**config.mk**
```make
export PLATFORM = sky130hd
export DESIGN_NAME = hazard_stall_controller
export DESIGN_NICKNAME = d
export VERILOG_FILES = /design/src/rtl/hazard_stall_controller.sv
export SDC_FILE = /design/constraint.sdc
export NUM_CORES = 1
export LEC_CHECK = 0
export BUFFER_PORTS_ARGS = -buffer_cell sky130_fd_sc_hd__buf_2
export CAP_MARGIN = 10
export CORE_MARGIN = 2
export CORE_UTILIZATION = 45
export DETAILED_ROUTE_END_ITERATION = 7
export PLACE_DENSITY = 0.82
export SYNTH_ARGS = -nofsm -noshare
export SYNTH_HDL_FRONTEND = slang
export SYNTH_SLANG_ARGS = --single-unit
```
**constraint.sdc**
```tcl
create_clock -name clk -period 2.1 [get_ports clk]
set_clock_uncertainty 0.05 [all_clocks]
set_input_delay 0.21 -clock clk [delete_from_list [all_inputs] [get_ports clk]]
set_output_delay 0.21 -clock clk [all_outputs]
set_load 0.01 [all_outputs]
```
**src/rtl/hazard_stall_controller.sv**
```systemverilog
// hazard_stall_controller
//   Sequencing controller for the 5-stage RISC-V pipeline. It resolves
//   EX-stage operand forwarding, load-use stalls, taken-branch flushes and
//   multi-cycle data-memory waits, and drives the per-stage stall/flush
//   enables of the pipeline registers.
//
// Parameters
//   REG_ADDR_W   register-file address width
//   MEM_TIMEOUT  maximum cycles spent in MEM_WAIT before the access is aborted (>=2)
//   CNT_W        width of the stall-cycle performance counter
//
// Ports
//   clk                      core clock, rising edge
//   rst                      asynchronous reset, active-low
//   Rs1D, Rs2D               source registers of the Decode instruction
//   Rs1E, Rs2E               source registers of the Execute instruction
//   RdE, RdM, RdW            destination registers in Execute/Memory/Writeback
//   RegWriteM, RegWriteW     Memory/Writeback instruction writes a register
//   ResultSrcE               Execute instruction is a load
//   PCSrcE                   branch/jump taken, resolved in Execute
//   MemReqM                  Memory instruction accesses data memory
//   MemReadyM                data memory completes the access this cycle
//   ForwardAE, ForwardBE     operand select: 00 regfile, 01 W result, 10 M ALU result
//   StallF/D/E/M             hold the corresponding pipeline register / PC
//   FlushD/E/W               clear the corresponding pipeline register to a bubble
//   MemErr                   sticky memory-timeout flag
//   StallCount               saturating count of cycles with StallF asserted
module hazard_stall_controller #(
    parameter int unsigned REG_ADDR_W  = 5,
    parameter int unsigned MEM_TIMEOUT = 16,
    parameter int unsigned CNT_W       = 32
) (
    input  logic                  clk,
    input  logic                  rst,
    input  logic [REG_ADDR_W-1:0] Rs1D,
    input  logic [REG_ADDR_W-1:0] Rs2D,
    input  logic [REG_ADDR_W-1:0] Rs1E,
    input  logic [REG_ADDR_W-1:0] Rs2E,
    input  logic [REG_ADDR_W-1:0] RdE,
    input  logic [REG_ADDR_W-1:0] RdM,
    input  logic [REG_ADDR_W-1:0] RdW,
    input  logic                  RegWriteM,
    input  logic                  RegWriteW,
    input  logic                  ResultSrcE,
    input  logic                  PCSrcE,
    input  logic                  MemReqM,
    input  logic                  MemReadyM,
    output logic [1:0]            ForwardAE,
    output logic [1:0]            ForwardBE,
    output logic                  StallF,
    output logic                  StallD,
    output logic                  StallE,
    output logic                  StallM,
    output logic                  FlushD,
    output logic                  FlushE,
    output logic                  FlushW,
    output logic                  MemErr,
    output logic [CNT_W-1:0]      StallCount
);

    localparam int unsigned WAIT_W = (MEM_TIMEOUT > 2) ? $clog2(MEM_TIMEOUT) : 1;
    localparam logic [WAIT_W-1:0] WAIT_LAST = WAIT_W'(MEM_TIMEOUT - 1);

    typedef enum logic [0:0] {
        RUN      = 1'b0,
        MEM_WAIT = 1'b1
    } state_t;

    state_t            state;
    state_t            state_next;
    logic [WAIT_W-1:0] wait_cnt;
    logic [WAIT_W-1:0] wait_cnt_next;
    logic              set_err;

    logic              timeout;
    logic              mem_stall;
    logic              load_use;

    // ------------------------------------------------------------------
    // Forwarding: M has priority over W; x0 is never forwarded.
    // ------------------------------------------------------------------
    always_comb begin
        ForwardAE = 2'b00;
        if (RegWriteM && (RdM != '0) && (RdM == Rs1E)) begin
            ForwardAE = 2'b10;
        end else if (RegWriteW && (RdW != '0) && (RdW == Rs1E)) begin
            ForwardAE = 2'b01;
        end
    end

    always_comb begin
        ForwardBE = 2'b00;
        if (RegWriteM && (RdM != '0) && (RdM == Rs2E)) begin
            ForwardBE = 2'b10;
        end else if (RegWriteW && (RdW != '0) && (RdW == Rs2E)) begin
            ForwardBE = 2'b01;
        end
    end

    // ------------------------------------------------------------------
    // Hazard conditions
    // ------------------------------------------------------------------
    assign timeout   = (state == MEM_WAIT) && (wait_cnt == WAIT_LAST);
    assign load_use  = ResultSrcE && (RdE != '0) && ((RdE == Rs1D) || (RdE == Rs2D));
    // The stall is raised combinationally in the RUN cycle that first sees
    // the unanswered request, before the FSM has moved to MEM_WAIT.
    assign mem_stall = ((state == RUN) && MemReqM && !MemReadyM) ||
                       ((state == MEM_WAIT) && !MemReadyM && !timeout);

    // ------------------------------------------------------------------
    // Stall/flush outputs, priority: memory stall > taken branch > load-use.
    // Everything is forced low while reset is asserted.
    // ------------------------------------------------------------------
    always_comb begin
        StallF = 1'b0;
        StallD = 1'b0;
        StallE = 1'b0;
        StallM = 1'b0;
        FlushD = 1'b0;
        FlushE = 1'b0;
        FlushW = 1'b0;
        if (rst) begin
            if (mem_stall) begin
                // E is frozen, so a taken branch there is simply held until release.
                StallF = 1'b1;
                StallD = 1'b1;
                StallE = 1'b1;
                StallM = 1'b1;
                FlushW = 1'b1;
            end else if (PCSrcE) begin
                // The Decode instruction is killed, so no load-use stall is needed.
                FlushD = 1'b1;
                FlushE = 1'b1;
            end else if (load_use) begin
                StallF = 1'b1;
                StallD = 1'b1;
                FlushE = 1'b1;
            end
        end
    end

    // ------------------------------------------------------------------
    // Memory-wait FSM
    // ------------------------------------------------------------------
    always_comb begin
        state_next    = state;
        wait_cnt_next = wait_cnt;
        set_err       = 1'b0;
        case (state)
            RUN: begin
                if (MemReqM && !MemReadyM) begin
                    state_next    = MEM_WAIT;
                    wait_cnt_next = '0;
                end
            end
            MEM_WAIT: begin
                // Ready wins over timeout: a completion on the last allowed
                // cycle is a normal completion.
                if (MemReadyM) begin
                    state_next = RUN;
                end else if (timeout) begin
                    state_next = RUN;
                    set_err    = 1'b1;
                end else begin
                    wait_cnt_next = wait_cnt + 1'b1;
                end
            end
            default: begin
                state_next = RUN;
            end
        endcase
    end

    always_ff @(posedge clk or negedge rst) begin
        if (!rst) begin
            state    <= RUN;
            wait_cnt <= '0;
        end else begin
            state    <= state_next;
            wait_cnt <= wait_cnt_next;
        end
    end

    // ------------------------------------------------------------------
    // Sticky error flag and saturating stall counter
    // ------------------------------------------------------------------
    always_ff @(posedge clk or negedge rst) begin
        if (!rst) begin
            MemErr <= 1'b0;
        end else if (set_err) begin
            MemErr <= 1'b1;
        end
    end

    always_ff @(posedge clk or negedge rst) begin
        if (!rst) begin
            StallCount <= '0;
        end else if (StallF && (StallCount != '1)) begin
            StallCount <= StallCount + CNT_W'(1);
        end
    end

endmodule
```
Yosys cells after proc, flatten, opt, wreduce, memory -nomap -nowiden
Cells that the tools add are included.
- bitwise gates (word level): 1
- reductions and logical operators: 23
- muxes and demuxes: 27
- add/subtract/negate cells: 2
- eq/ne operators: 11
- operator list (cell ; number):
    adder 32 x 1 -> 32 bit, second input constant ; 1
    != test 32 bit, second input constant ; 1
    == test 5 bit ; 6
    two-way mux 1 bit ; 20
    logical AND 1 bit ; 15
    nonzero test 5 bit ; 3
    two-way mux 4 bit ; 3
    one-hot mux 4 bit (2 select lines) ; 1
    adder 4 x 1 -> 4 bit, second input constant ; 1
    == test 4 bit, second input constant ; 1
    two-way mux 2 bit ; 2
    != test 2 bit, second input constant ; 2
    AND reduction 3 bit ; 1
    zero test 1 bit ; 2
    logical OR 1 bit ; 2
    != test 2 x 1 -> 1 bit, second input constant ; 1
    one-hot mux 1 bit (2 select lines) ; 1
    inverter 1 bit ; 1
- register bits after elaboration: 38
- output and inout bits: 44
- bits of input ports: 43

Depth between registers and ports, before layout
- depth after elaboration: 8
- gate-level depth with buffers: 10
- mapped depth without buffers: 8

Least setup slack after synthesis
OpenSTA, ideal clock, no wires.
- kind: reg2reg
- start: reg wait_cnt[0]
- end: reg StallCount[14]
- arrival time: 2.050 ns
- path buffers: 2
- stages on the path, launching flop included: 11
- period minus slack after synthesis: 2.228 ns
- path slack: -0.128 ns
- setup time: 0.128 ns
- data required time: 1.922 ns
- path through: dfrtp_1 ha_1 and3_1 a21oi_1 nand2_1 o41ai_4 o31a_1 buf_6 buf_12 nand4_4 xnor2_2
- cells in the longest elaborated chain, start to end: 8
- RTL lines (element ; RTL line ; source):
    start: declaration ; 71 ; logic [WAIT_W-1:0] wait_cnt;
    start signal: assignment ; 180 ; wait_cnt <= wait_cnt_next;
    == test 4 bit ; 103 ; assign timeout = (state == MEM_WAIT) && (wait_cnt == WAIT_LAST);
    logical AND 1 bit ; 103 ;
    zero test 1 bit ; 108 ; ((state == MEM_WAIT) && !MemReadyM && !timeout);
    logical AND 1 bit ; 108 ;
    logical OR 1 bit ; 107 ; assign mem_stall = ((state == RUN) && MemReqM && !MemReadyM) ||
    two-way mux 1 bit (2 in series) ; n/a ;
    named net StallD ; 51 ; output logic StallD,
    logical AND 1 bit ; 198 ; end else if (StallF && (StallCount != '1)) begin
    end signal: assignment ; 199 ; StallCount <= StallCount + CNT_W'(1);
    end: declaration ; 58 ; output logic [CNT_W-1:0] StallCount
The timed path passes the listed nets, and every way through them passes these cells.
A chain may end at the register's enable or synchronous reset.

Worst setup path after layout
- start: in rst
- end: reg StallCount[11]
- cells in the longest elaborated chain, start to end: 2
- RTL lines (element ; RTL line ; source):
    start: declaration ; 34 ; input logic rst,
    two-way mux 1 bit ; 122 ; if (rst) begin
    logical AND 1 bit ; 198 ;
No other way between the ends.

==> run_results.csv <==
group,metric,value,unit
route,viasPerCell,5.235,
placement,post-dp-hpwl,4.454,mm
worst_setup_path,path_class,"in -> reg",
worst_setup_path,worstSetupEndpointType,"register",
power,power,1.762,mW
yosys,synth-edff-count,0,
yosys,synthAdderAreaFrac,0.01058,
route,wirelength,5.833,mm
route,num_vias,2136,
yosys,yosys_warnings,0,
yosys,yosys_most_used_dff,"dfrtp_1",
global_routing,overflow,0,
yosys,ys_ff_latch,38,
timing,post-route-period-util,0.9901,
layout,mostFrequentLayoutCells,"buf_2, dfrtp_1, xor2_1",
worst_setup_path,reg2reg_depth,10,
route,wl_per_cell,14.30,um
worst_setup_path,crit_chain,"dlygate4sd3_1, buf_2, inv_1, o41ai_4, buf_4, o31ai_4, buf_4, nor3_2, xor2_1",
power,peakVddDrop,0.3854,mV
yosys,synth-xor-area-share,0.2327,
placement,dp.cells,394,
clocking,cts_made_buffers,5,
clocking,root_buffer,"clkbuf_8",
worst_setup_path,r2r-end,"StallCount[11]",
timing,slew_headroom,0.6806,
placement,gp_congestion,0.8851,
run_status,status,"finished clean",
worst_setup_path,path_depth,9,
power,power_density,554.5,nW/um2
yosys,yosysUniqueCellTypes,43,
worst_setup_path,cp_slowest_stage_delay,0.55,ns
yosys,async_flop_share,1.000,
floorplanning,die_x,76.51,um
yosys,syn_area_per_cell,10.33,um2
floorplanning,die_y,76.51,um
clocking,tritoncts,"done",
layout,area_growth,34.32,%
worst_setup_path,slowest_stage,"dlygate4sd3_1",
worst_setup_path,worst_ep_required_time,2.26,ns
global_routing,antenna_found_initial,0,
clocking,clk_latency,0.30,ns
layout,num_antenna_cells,0,
yosys,synth_simple_gate_area_frac,0.2464,
power,p_leak,1.593,nW
timing,worstMarginPinSlew,0.4791,ns
worst_setup_path,arrival,2.24,ns
worst_setup_path,worst_setup_path_start_kind,"primary input",
timing,hold-worst-slack,0.1826,ns
timing,fmax,0.4810,GHz
clocking,cts.path.max_buffers,2,
worst_setup_path,startpoint,"rst",
layout,finalNonFillerCells,408,
floorplanning,die_area,5854,um2
worst_setup_path,ff2ff_setup_slack,0.03,ns
worst_setup_path,r2r_start,"wait_cnt[1]",
placement,numPortBuffers,86,
global_routing,grt_pass1_wl,9.708,mm
worst_setup_path,crit_path_end,"StallCount[11]",
timing,hold_viol,0,
yosys,synth_mux_area_frac,0.004759,
global_routing,grt.total_usage,0.2028,
yosys,synth_area,2366,um2
timing,tns,0,ns
floorplanning,ios,87,
layout,final_common_cell,"buf_2",
route,route.detailed.drc,0,
yosys,synth_seq_area_share,0.4019,
worst_hold_path,hold_path_class,"in -> reg",
route,ant_nets,0,
timing,period_needed,2.079,ns
clocking,clk_pin_slew,0.08,ns
yosys,syn_nets,274,
timing,final_max_slew_viol_count,0,
yosys,synth_top_family_by_area,"simple AND/OR/NAND/NOR gates",
worst_setup_path,worst_path_dominant_cell_family,"buffers and inverters",
clocking,clock-sinks,38,
timing,setup_viol,0,
layout,drive_gt1_frac,0.4379,
global_routing,grt_start_max_net_pins,39,
layout,fin_nets,382,
floorplanning,start_util,0.4662,
job,maxCapViolations,0,
route,firstDrtPassIters,4,
yosys,synth_cells,229,
clocking,h-tree-depth,2,
global_routing,grt_pass1_vias,2121,
floorplanning,core-area,5075,um2
floorplanning,rows,26,
worst_setup_path,critPathMaxFanout,7,
yosys,synth_compound_area_frac,0.06399,
worst_setup_path,worst_path_most_repeated_cell,"buf_4",
route,drt_iter0_markers,72,
worst_setup_path,cp_num_buf_inv,5,
[how the worst min path moves through the flow]
stage	endpoint	slack [ns]	cells past startpoint	start
after floorplan	MemErr	-0.14	0	rst
after detailed placement	wait_cnt[2]	0.29	2	rst
after global placement	wait_cnt[3]	0.28	2	rst
final	wait_cnt[3]	0.18	4	MemReqM
after global routing	wait_cnt[3]	0.22	4	MemReqM
after CTS	wait_cnt[3]	0.18	4	MemReqM
[worst min-delay path, stage by stage]
cell	delay [ns]
buf_2	0.09
nand2_1	0.07
nor2_1	0.08
nor2_1	0.04
[cell families after synthesis]
family	after synthesis
DFF	38
buffers and inverters	15
adders and majority gates	2
and+or+nand+nor	95
xor gates and xnor gates	62
AOI/OAI and AO/OA	16
muxes	1
[final cells by class]
class,instances,area [um2]
clock buffer,6,82.58
clock inverter,2,12.51
fill,431,1897
inverter,7,26.28
multi-input combinational,176,1395
sequential,38,952.2
tap,70,87.58
timing repair buffer,109,621.8
[cells in the mapped netlist (2+ instances only)]
cell     number  area, um2
a21oi_1       3      15.01
a22o_1        3      26.28
and3_1        5      31.28
and4_1        3      26.28
buf_2         2      10.01
buf_4         3      22.52
dfrtp_1      38      950.9
ha_1          2      25.02
inv_1         7      26.28
nand2_1      18      67.56
nand3_1       8      40.04
nand3_2       6      60.06
nand4_1      14      87.58
nor2_1       10      37.54
nor2_2        2      12.51
nor3_1        7      35.03
nor3_2        3      30.03
nor3b_1       2      15.01
nor4_1        5      31.28
o21ai_0       2      10.01
or4_1         5      37.54
xnor2_1      30      262.8
xor2_1       31      271.5
[sequential cells by signal, summed over array words and instances (netlist names)]
signal / flops
StallCount: 32
MemErr: 1
state: 1
wait_cnt: 4
[through the flow]
stage               setup WS [ns]  cell area [um2]    util
finish                    0.02089             3178  0.6262
global route             -0.06646             3178  0.6262
CTS                       0.01068             3075  0.6060
detailed placement       -0.06030             2968  0.5848
global placement         0.006947             2968  0.5848
floorplan                 0.02417             2377       -
[what timing repair did]
item,4_1_cts,5_1_grt
setup endpoints to repair,3,32
pin swaps,1,6
setup buffers,0,5
gates resized for setup,1,14
hold endpoints to repair,38,0
gates cloned,0,0
hold buffers,1,0
[routing by layer]
metal | wire length, um | track usage | vias to the layer above
li1 | - | - | 1023
met1 | 2377 | 0.2333 | 1043
met2 | 2995 | 0.3611 | 57
met3 | 312 | 0.05332 | 13
met4 | 148 | 0.07455 | 0
met5 | 0 | 0 | -
[report_power, final]
group | switching [mW] | internal (mW)
clock | 0.265 | 0.264
sequential | 0.0634 | 0.786
combinational | 0.197 | 0.187
total | 0.525 | 1.24
Note: power is estimated with default switching activity, not from simulation.
